$ cat src/rtl/ballot_pkg.sv
// Shared types and constants for the ballot collector.
// State encoding, vote count and the vote-index map.
package ballot_pkg;

    typedef enum logic [1:0] {
        IDLE,
        COLLECT,
        EVAL,
        DONE
    } state_t;

    localparam int NUM_VOTES = 5;

    localparam logic [2:0] IDX_S2 = 3'd0;
    localparam logic [2:0] IDX_S1 = 3'd1;
    localparam logic [2:0] IDX_S0 = 3'd2;
    localparam logic [2:0] IDX_T  = 3'd3;
    localparam logic [2:0] IDX_P  = 3'd4;

endpackage

$ cat src/rtl/sat_counter.sv
// Saturating up-counter used for the pass/fail tallies.
// Ports: clk, rst_n (async, active-low), inc, count[W-1:0].
module sat_counter #(
    parameter int W = 8
) (
    input  logic         clk,
    input  logic         rst_n,
    input  logic         inc,
    output logic [W-1:0] count
);

    always_ff @(posedge clk or negedge rst_n) begin
        if (!rst_n) begin
            count <= '0;
        end else if (inc && (count != '1)) begin
            count <= count + 1'b1;
        end
    end

endmodule

$ cat src/rtl/ballot_collector.sv
// Collects five serial votes for the voting block, samples its decision.
// Ports: start/abort control, vote_valid/vote_in/vote_ready handshake,
//   g from voting block, registered votes s2..p, busy, ballot_done,
//   result, pass_count/fail_count tallies, sticky timeout_err.
module ballot_collector
    import ballot_pkg::*;
#(
    parameter int TIMEOUT = 1000,
    parameter int CNT_W   = 8
) (
    input  logic             clk,
    input  logic             rst_n,
    input  logic             start,
    input  logic             abort,
    input  logic             vote_valid,
    input  logic             vote_in,
    output logic             vote_ready,
    input  logic             g,
    output logic             s2,
    output logic             s1,
    output logic             s0,
    output logic             t,
    output logic             p,
    output logic             busy,
    output logic             ballot_done,
    output logic             result,
    output logic [CNT_W-1:0] pass_count,
    output logic [CNT_W-1:0] fail_count,
    output logic             timeout_err
);

    localparam int TMR_W = (TIMEOUT > 2) ? $clog2(TIMEOUT) : 1;
    localparam logic [TMR_W-1:0] TMR_LAST = TMR_W'(TIMEOUT - 1);

    state_t           state;
    state_t           state_n;
    logic [2:0]       idx;
    logic [TMR_W-1:0] timer;

    logic in_collect;
    logic in_eval;
    logic accept;
    logic tmo;
    logic sample;
    logic pass_inc;
    logic fail_inc;

    assign in_collect = (state == COLLECT);
    assign in_eval    = (state == EVAL);

    // abort outranks a vote presented in the same cycle
    assign accept = in_collect & vote_valid & ~abort;

    // an acceptance on the final silent cycle resets the timer instead
    assign tmo = in_collect & ~abort & ~vote_valid & (timer == TMR_LAST);

    assign sample   = in_eval & ~abort;
    assign pass_inc = sample & g;
    assign fail_inc = sample & ~g;

    assign vote_ready  = in_collect;
    assign busy        = (state != IDLE);
    assign ballot_done = (state == DONE);

    always_ff @(posedge clk or negedge rst_n) begin
        if (!rst_n) begin
            state <= IDLE;
        end else begin
            state <= state_n;
        end
    end

    always_comb begin
        state_n = state;
        unique case (state)
            IDLE: begin
                if (start) state_n = COLLECT;
            end
            COLLECT: begin
                if (abort) begin
                    state_n = IDLE;
                end else if (accept && (idx == IDX_P)) begin
                    state_n = EVAL;
                end else if (tmo) begin
                    state_n = IDLE;
                end
            end
            EVAL: begin
                state_n = abort ? IDLE : DONE;
            end
            DONE: begin
                state_n = IDLE;
            end
            default: state_n = IDLE;
        endcase
    end

    always_ff @(posedge clk or negedge rst_n) begin
        if (!rst_n) begin
            {s2, s1, s0, t, p} <= '0;
            idx                <= '0;
            timer              <= '0;
            result             <= 1'b0;
            timeout_err        <= 1'b0;
        end else begin
            unique case (state)
                IDLE: begin
                    if (start) begin
                        {s2, s1, s0, t, p} <= '0;
                        idx                <= '0;
                        timer              <= '0;
                        timeout_err        <= 1'b0;
                    end
                end
                COLLECT: begin
                    if (abort) begin
                        {s2, s1, s0, t, p} <= '0;
                    end else if (accept) begin
                        case (idx)
                            IDX_S2:  s2 <= vote_in;
                            IDX_S1:  s1 <= vote_in;
                            IDX_S0:  s0 <= vote_in;
                            IDX_T:   t  <= vote_in;
                            IDX_P:   p  <= vote_in;
                            default: ;
                        endcase
                        idx   <= idx + 3'd1;
                        timer <= '0;
                    end else if (tmo) begin
                        {s2, s1, s0, t, p} <= '0;
                        timeout_err        <= 1'b1;
                    end else begin
                        timer <= timer + 1'b1;
                    end
                end
                EVAL: begin
                    if (abort) begin
                        {s2, s1, s0, t, p} <= '0;
                    end else begin
                        result <= g;
                    end
                end
                DONE: ;
                default: ;
            endcase
        end
    end

    sat_counter #(.W(CNT_W)) u_pass (
        .clk   (clk),
        .rst_n (rst_n),
        .inc   (pass_inc),
        .count (pass_count)
    );

    sat_counter #(.W(CNT_W)) u_fail (
        .clk   (clk),
        .rst_n (rst_n),
        .inc   (fail_inc),
        .count (fail_count)
    );

endmodule

$ cat config.mk
export PLATFORM = sky130hd
export DESIGN_NAME = ballot_collector
export DESIGN_NICKNAME = d
export VERILOG_FILES = /design/src/rtl/ballot_pkg.sv /design/src/rtl/sat_counter.sv /design/src/rtl/ballot_collector.sv
export SDC_FILE = /design/constraint.sdc
export NUM_CORES = 1
export LEC_CHECK = 0
export ABC_AREA = 1
export BUFFER_PORTS_ARGS = -buffer_cell sky130_fd_sc_hd__buf_2
export CORE_UTILIZATION = 26
export DETAILED_ROUTE_END_ITERATION = 10
export GPL_TIMING_DRIVEN = 1
export PLACE_DENSITY = 0.5
export SYNTH_ARGS = -nofsm -noshare
export SYNTH_HDL_FRONTEND = slang
export SYNTH_SLANG_ARGS = --single-unit
$ cat constraint.sdc
create_clock -name clk -period 1.6 [get_ports clk]
set_input_delay 0 -clock clk [delete_from_list [all_inputs] [get_ports clk]]
set_output_delay 0 -clock clk [all_outputs]
set_load 0.05 [all_outputs]
# Yosys cells after proc, flatten, opt, wreduce, memory -nomap -nowiden
# Cells that the tools add are included.
# classes
add_sub_neg,4
n_eq_ne,24
mux,42
n_bitwise,11
n_reduce_logical,18
# ops
operator,n
10-bit two-way mux,4
5-bit AND reduction,6
1-bit two-way mux,21
"4-bit by 3-bit inequality test with 1-bit output, second input constant",5
10-bit case mux with 2 select lines,1
"8-bit by 1-bit adder with 8-bit output, second input constant",2
"8-bit inequality test, second input constant",2
1-bit case mux with 3 select lines,5
"10-bit by 1-bit adder with 10-bit output, second input constant",1
"10-bit == test, second input constant",1
2-bit two-way mux,5
3-bit two-way mux,3
1-bit bitwise AND,8
"2-bit inequality test, second input constant",4
"4-bit by 2-bit inequality test with 1-bit output, second input constant",2
2-bit case mux with 4 select lines,1
4-bit AND reduction,2
"3-bit by 2-bit == test with 1-bit output, second input constant",2
3-bit case mux with 2 select lines,1
"2-bit == test, second input constant",2
"2-bit by 1-bit inequality test with 1-bit output, second input constant",2
2-bit AND reduction,2
2-bit nonzero test,2
"3-bit by 1-bit adder with 3-bit output, second input constant",1
10 further kinds,14
# word_totals
regBits,38
inputBits,7
out_inout_bits,26
elab_cells,111

# Longest topological paths before layout
# Gate-level depths: netlist of the first run.
# logic_depth
ltp_word,8
ltp_mapped,10

# Cells and area by module
# A second synthesis of the first run with hierarchy kept.
# unflattened
hier_cells,303
hier_area_um2,2283.4
# modules_own_cells
mod,instances,cells_each,area_per_inst_um2,seq_area_each_um2
ballot_collector,1,180,1341.3,550.5
sat_counter at u_fail,1,63,483.0,200.2
sat_counter at u_pass,1,60,459.2,200.2

# Least setup slack after synthesis of the first run
# Ideal clock, no wire load.
# synth_path
path_kind,register to register
from,register u_pass.count[0]
to,register u_pass.count[3]
setup_ps,67
arrival_time_ps,1719
required_ps,1533
setup_slack_ps,-186
path_stages_with_launch,9
path_buffers,1
synth_period_minus_slack_ps,1786
cell_sequence,dfrtp_1 > ha_1 > nand3_1 > nor2_1 > nand3_1 > nand3_1 > buf_2 > o21ai_0 > nand2_1
# synth_via
elab_chain_len,2
elab_cells_between_ends,3
# synth_lines
element,line,rtl
"start, declared",sat_counter.sv:9,output logic [W-1:0] count
"start signal, assigned",sat_counter.sv:16,count <= count + 1'b1;
"parallel branches: the longest is 2 deep, another holds 8-bit by 1-bit adder with 8-bit output",n/a,
# Several ways; the timed one is not identified.
# A chain may end at the register's enable or synchronous reset.

# Final worst setup path of the first run
# layout_path
from,register state[1]
to,register idx[2]
# layout_via
elab_chain_len,5
elab_cells_between_ends,10
# layout_lines
element,line,rtl
"start, declared",ballot_collector.sv:35,state_t state;
"start signal, assigned",ballot_collector.sv:69,state <= state_n;
2-bit by 1-bit == test with 1-bit output,"ballot_collector.sv:48, ballot_collector.sv:106",
1-bit bitwise AND (2 in a row),ballot_collector.sv:52,assign accept = in_collect & vote_valid & ~abort;
2-bit by 1-bit inequality test with 1-bit output (no source line),n/a,
4-bit AND reduction (no source line),n/a,
"end signal, assigned",ballot_collector.sv:127,idx <= idx + 3'd1;
"end, declared",ballot_collector.sv:37,logic [2:0] idx;
# Parallel ways exist; a longest one is shown, timed or not.

==> impl_metrics.ini, run 1 <==
[synth]
yosysTopAreaCellShare_pct = 43.13
synth_fa_ha_area_share_pct = 4.540
async_reset_ff_share_pct = 100.0
synth_nets = 306
yosys-mux-area-fraction_pct = 0
synth_top_family_by_area = simple AND/OR/NAND/NOR gates
yosysWarnings = 0
syn_area_mm2 = 0.002205
ys_ff_latch = 38
yosys_most_used_dff = dfrtp_1
synthTopCellsByArea = dfrtp_1 43%, nand2_1 15%, inv_1 6.0%
synth-edff-count = 0
synth_compound_area_share_pct = 8.173
synthSimpleGateAreaFrac_pct = 31.38
yosys.area.top_type = dfrtp_1
synth-xor-area-share_pct = 4.767
syn_inst = 291
synth.most_common_cell = nand2_1
yosysUniqueCellTypes = 24
syn_area_per_cell_um2 = 7.576
synth_common_cells = 88 x nand2_1, 38 x dfrtp_1, 35 x inv_1
ys_seq_area_share_pct = 43.13

[floorplanning]
dieArea_mm2 = 0.008852
core_mm2 = 0.008217
die_w_um = 94.09
io_pins = 33
rows = 33
initial_core_util_pct = 26.83
dieHeight_um = 94.09

[power]
power.leakage_nw = 1.447
ir_drop_mv = 0.4974
p_int_w = 0.002023
powerDensity_mw_per_mm2 = 1136
power_frac_comb_pct = 34.4
net-switching-power_w = 0.001251
switching_share_pct = 38.22
seq_power_share_pct = 34.8
p_clk_share_pct = 30.7

[placement]
hpwlAfterDp_um = 3974
dpl_cell_area_mm2 = 0.002601
dp_slack_ns = 0.007371
io_buffers = 32
place_congestion = 0.7814

[setup_path]
reg2reg_to = idx[2]$_DFFE_PN0P_
r2r-start = state[1]$_DFFE_PN0P_
crit_required_ns = 1.76
cp_num_cells = 6
reg2reg_depth = 6
crit_end = idx[2]$_DFFE_PN0P_
slowest_stage = dfrtp_1
start_kind = register
critPathTopFamily = flip-flops
crit_fanout = 11
reg2reg_setup_slack_ns = 0.12
crit_path_end_kind = register
cp_num_buf_inv = 2
path_class = register to register
worstPathCellList = inv_2 -> nand3_2 -> nor2_4 -> inv_1 -> a21oi_2 -> o22ai_1
worstSetupStartpoint = state[1]$_DFFE_PN0P_
cpPeakStageDelay_ns = 0.43
crit_arrival_ns = 1.65

[layout]
fin_util_pct = 35.07
fillers = 849
antenna_cells = 0
regArea_um2 = 955.9
num-nets-final = 365
drive_gt1_share_pct = 25.93
multi_input_area_mm2 = 0.001144
area_delta_synth_final_pct = 30.70
final_area_mm2 = 0.002882

[clock_tree]
cts_tree = done
clk_pin_slew_ns = 0.09
numCtsBuffers = 5
clock-sinks = 38
clock_latency_ns = 0.30
htreeDepth = 2
cts_max_path_buffers = 2
root_buffer = clkbuf_8

[global_routing]
grt_pass1_vias = 1938
antenna_found_initial = 0
grt_max_degree = 22
grt_pass1_wl_um = 9204
grt_use_total_pct = 13.56
grt_overflow = 0

[sta]
finalSetupViolations = 0
setup_ws_ns = 0.1168
fin_tns_setup_ns = 0
tightest_slew_ns = 0.5178
period_needed_ns = 1.483
final.period_utilization_pct = 92.70
fmax_mhz = 674.2
finClkSkew_ns = 0.006902
hold_viol = 0
max_slew_margin_pct = 65.48
maxSlewViolCount = 0
rsz0062_at_grt = true
hold_ws_ns = 0.06382

[drt]
vias = 2033
wl_per_cell_um = 11.72
first_iter_violations = 68
vias_per_cell = 4.458
antenna_left = 0
wirelength_um = 5344
dr.pass1.iters = 4
drc_errors = 0

[worst_hold_path]
hp-class = primary input to register

[run]
drv_cap = 0

[outcome]
status = completed
-- per-stage QoR --
stage                     instances  total power [W]
after floorplan                 291         0.001895
after global placement          441         0.002220
after detailed placement        441         0.002224
after CTS                       452         0.003254
after global routing            456         0.003490
final                           456         0.003275
-- worst min path at each step --
| stage | start | endpoint | slack [ns] | depth (start not counted) |
|---|---|---|---|---|
| floorplan | rst_n | idx[0]$_DFFE_PN0P_ | -0.30 | 0 |
| global placement | rst_n | timer[7]$_DFFE_PN0P_ | 0.006 | 1 |
| CTS | g | result$_DFFE_PN0P_ | 0.03 | 3 |
| global route | g | result$_DFFE_PN0P_ | 0.07 | 3 |
| detailed placement | rst_n | timer[7]$_DFFE_PN0P_ | 0.0003 | 1 |
| finish | g | result$_DFFE_PN0P_ | 0.06 | 3 |
-- worst reg2reg max path, cell delays in order, from the launching register on --
cell,delay (ns)
dfrtp_1,0.43
inv_2,0.12
nand3_2,0.14
nor2_4,0.12
inv_1,0.20
a21oi_2,0.25
o22ai_1,0.10
-- power groups by stage --
stage | Combinational (W) | Clock [W] | Sequential (W)
2_1_floorplan | 0.000582 | 0 | 0.00131
3_3_place_gp | 0.00107 | 0 | 0.00115
3_5_place_dp | 0.00107 | 0 | 0.00116
4_1_cts | 0.00108 | 0.00104 | 0.00114
5_1_grt | 0.00125 | 0.00108 | 0.00116
6_report | 0.00113 | 0.00101 | 0.00114
-- cell type report --
class	count	share of cell area [%]
Inverter	37	4.950
Clock inverter	3	2.388
Clock buffer	5	2.388
Multi-Input combinational cell	211	39.69
Sequential cell	38	33.17
Timing Repair Buffer	57	12.85
Tap cell	105	4.559
-- timing repair --
action                     CTS  global route
setup endpoints to repair    1            26
hold buffers                 3             0
buffers inserted             0             4
cloned                       0             0
pin swaps                    0             5
hold endpoints to repair    21             0
gates resized for setup      1            19
-- registers in the layout (all words and copies together), names as in the netlist, 2 cells and up --
register and cells:
u_pass.count 8, timer 10, state 2, u_fail.count 8, idx 3
-- cells by family after synthesis --
logic type,count (synthesis)
buffers and inverters,42
AND/OR/NAND/NOR,158
AO/OA/AOI/OAI,33
flip-flops,38
adder cells (fa/ha/maj),8
XOR/XNOR,12
-- routing by layer --
metal | GRT usage [%] | share of wire (%) | up-vias
met3 | 2.994 | 3.4 | 6
met1 | 17.34 | 47 | 942
met2 | 22.63 | 48 | 37
li1 | - | - | 1048
met4 | 4.231 | 1.3 | 0
met5 | 0 | 0 | -
-- placed cells by master (no fill, tap or decap), types with 6 or more instances in the layout --
| cell | instances |
|---|---|
| o21ai_1 | 6 |
| ha_1 | 8 |
| buf_2 | 31 |
| inv_1 | 34 |
| nand2_1 | 87 |
| xnor2_1 | 10 |
| nor2_1 | 22 |
| o21ai_0 | 15 |
| nand4_1 | 9 |
| buf_4 | 22 |
| dfrtp_1 | 34 |
| nand3_1 | 21 |
(Power assumes the default switching activity.)
==> run 2: changes to the inputs <==
==> constraint.sdc (replaced) <==
create_clock -name clk -period 1.7 [get_ports clk]
set_input_delay 0 -clock clk [delete_from_list [all_inputs] [get_ports clk]]
set_output_delay 0 -clock clk [all_outputs]
set_load 0.05 [all_outputs]
==> run 2 against run 1 <==
First-iteration DRC count rose by 37%; largest power group unchanged; cell area fell by 8.7%; worst setup slack improved by 0.059 ns.
==> impl_metrics.ini, run 2 (synthesis results as in run 1) <==
[layout]
antenna_cells = 0
mostFrequentLayoutCells = 88 x nand2_1, 35 x inv_1, 34 x dfrtp_1
regArea_um2 = 955.9
final_area_mm2 = 0.002630
area_delta_synth_final_pct = 19.30
layout_commonest_cell = nand2_1
drive_gt1_share_pct = 19.46
multi_input_area_mm2 = 0.001095
top_register = timer
fillers = 887
num-nets-final = 348
largest_reg_flops = 10
top_regs = timer (10), u_fail.count (8), u_pass.count (8)

[power]
power.leakage_nw = 1.325
ir_drop_mv = 0.3625
switching_share_pct = 41.83
powerDensity_mw_per_mm2 = 1002
power_frac_comb_pct = 35.6
p_int_w = 0.001533
net-switching-power_w = 0.001102
p_clk_share_pct = 23.7
seq_power_share_pct = 40.8

[drt]
antenna_left = 0
vias = 1913
first_iter_violations = 93
drc_errors = 0
vias_per_cell = 4.358
wirelength_um = 5052
wl_per_cell_um = 11.51
dr.pass1.iters = 4

[placement]
place_congestion = 0.7558
dpl_cell_area_mm2 = 0.002509
io_buffers = 32
hpwlAfterDp_um = 3867

[sta]
max_slew_margin_pct = 75.16
tightest_slew_ns = 0.3713
fin_tns_setup_ns = 0
rsz0062_at_grt = false
maxSlewViolCount = 0
hold_viol = 0
fmax_mhz = 656.1
finClkSkew_ns = 0.005631
finalSetupViolations = 0
final.period_utilization_pct = 89.65
period_needed_ns = 1.524

[clock_tree]
htreeDepth = 2
clock_latency_ns = 0.29
clock-sinks = 38
cts_max_path_buffers = 2
clk_pin_slew_ns = 0.08
post-cts-setup-buffers = 0
cts_tree = done
numCtsBuffers = 5
root_buffer = clkbuf_8

[floorplanning]
dieHeight_um = 94.09
core_mm2 = 0.008217
initial_core_util_pct = 26.83
io_pins = 33
rows = 33
die_w_um = 94.09
dieArea_mm2 = 0.008852

[run]
drv_cap = 0

[setup_path]
worstPathCellList = ha_1 -> nand3_1 -> nor2_2 -> nand3_1 -> nand3_2 -> buf_4 -> nand2_1 -> o21ai_0
cp_num_buf_inv = 1
crit_required_ns = 1.88
crit_arrival_ns = 1.71
start_kind = register
critPathTopFamily = simple AND/OR/NAND/NOR gates
crit_path_end_kind = register
cpPeakStageDelay_ns = 0.43
reg2reg_setup_slack_ns = 0.18
slowest_stage = dfrtp_2
crit_path_frequent_cell = nand3_1
crit_fanout = 8
path_class = register to register

[global_routing]
grt_pass1_wl_um = 8466
grt_use_total_pct = 12.43
grt_max_degree = 28
grt_overflow = 0
antenna_found_initial = 0
grt_pass1_vias = 1814

[outcome]
status = completed

[worst_hold_path]
hp-class = primary input to register
-- run 2: routing by layer --
layer	track usage, %	wire length (um)	up-vias
li1	-	-	1008
met1	16.21	2425	856
met2	20.32	2286	43
met3	3.317	286	6
met4	3.077	53	0
met5	0	0	-
-- run 2: final cells by class --
| class | instances | share of cell area (%) |
|---|---|---|
| clock inverters | 1 | 0.2854 |
| flip-flops and latches | 38 | 36.35 |
| clock buffers | 7 | 2.902 |
| well taps | 105 | 4.995 |
| inverters | 37 | 5.281 |
| multi-input cells | 211 | 41.63 |
| repair buffers | 40 | 8.563 |
-- run 2: final timing paths --
path                                              from                           to  cells past startpoint
setup / recovery           u_pass.count[0]$_DFFE_PN0P_  u_pass.count[6]$_DFFE_PN0P_                      8
hold / removal                                 vote_in                p$_DFFE_PN0P_                      3
setup reg to reg           u_pass.count[0]$_DFFE_PN0P_  u_pass.count[6]$_DFFE_PN0P_                      8
hold reg to reg                         s0$_DFFE_PN0P_               s0$_DFFE_PN0P_                      2
max in group asynchronous                        rst_n  u_pass.count[1]$_DFFE_PN0P_                      3
min in group asynchronous                        rst_n         timer[3]$_DFFE_PN0P_                      2
-- run 2: metrics by stage --
stage	hold slack [ns]	total power (W)	worst slack [ns]	std cells	utilization, %
after floorplan	-0.2956	0.001783	0.07875	291	-
after CTS	0.003876	0.002668	0.05688	439	31.80
after global placement	-0.08977	0.002025	0.1087	429	30.53
after global routing	0.04467	0.002815	0.002176	439	32.01
final	0.006231	0.002635	0.1759	439	32.01
after detailed placement	-0.09151	0.002026	0.05583	429	30.53
-- run 2: worst reg2reg max path, cell delays in order (launching register included) --
cell and delay, ns:
dfrtp_2 0.43, ha_1 0.23, nand3_1 0.14, nor2_2 0.06, nand3_1 0.08, nand3_2 0.16, buf_4 0.20, nand2_1 0.04
o21ai_0 0.07
-- run 2: power by group through the flow --
stage | Combinational (W) | Clock (W) | Sequential [W]
5_1_grt | 0.00104 | 0.000688 | 0.00109
3_5_place_dp | 0.000935 | 0 | 0.00109
2_1_floorplan | 0.000548 | 0 | 0.00124
3_3_place_gp | 0.000937 | 0 | 0.00109
4_1_cts | 0.000944 | 0.000650 | 0.00107
6_report | 0.000937 | 0.000624 | 0.00107
-- run 2: repair_timing --
item / CTS / global route
endpoints found under the hold margin: 12 / 0
setup endpoints to repair: 0 / 11
hold buffers: 2 / 0
resized for setup: 0 / 5
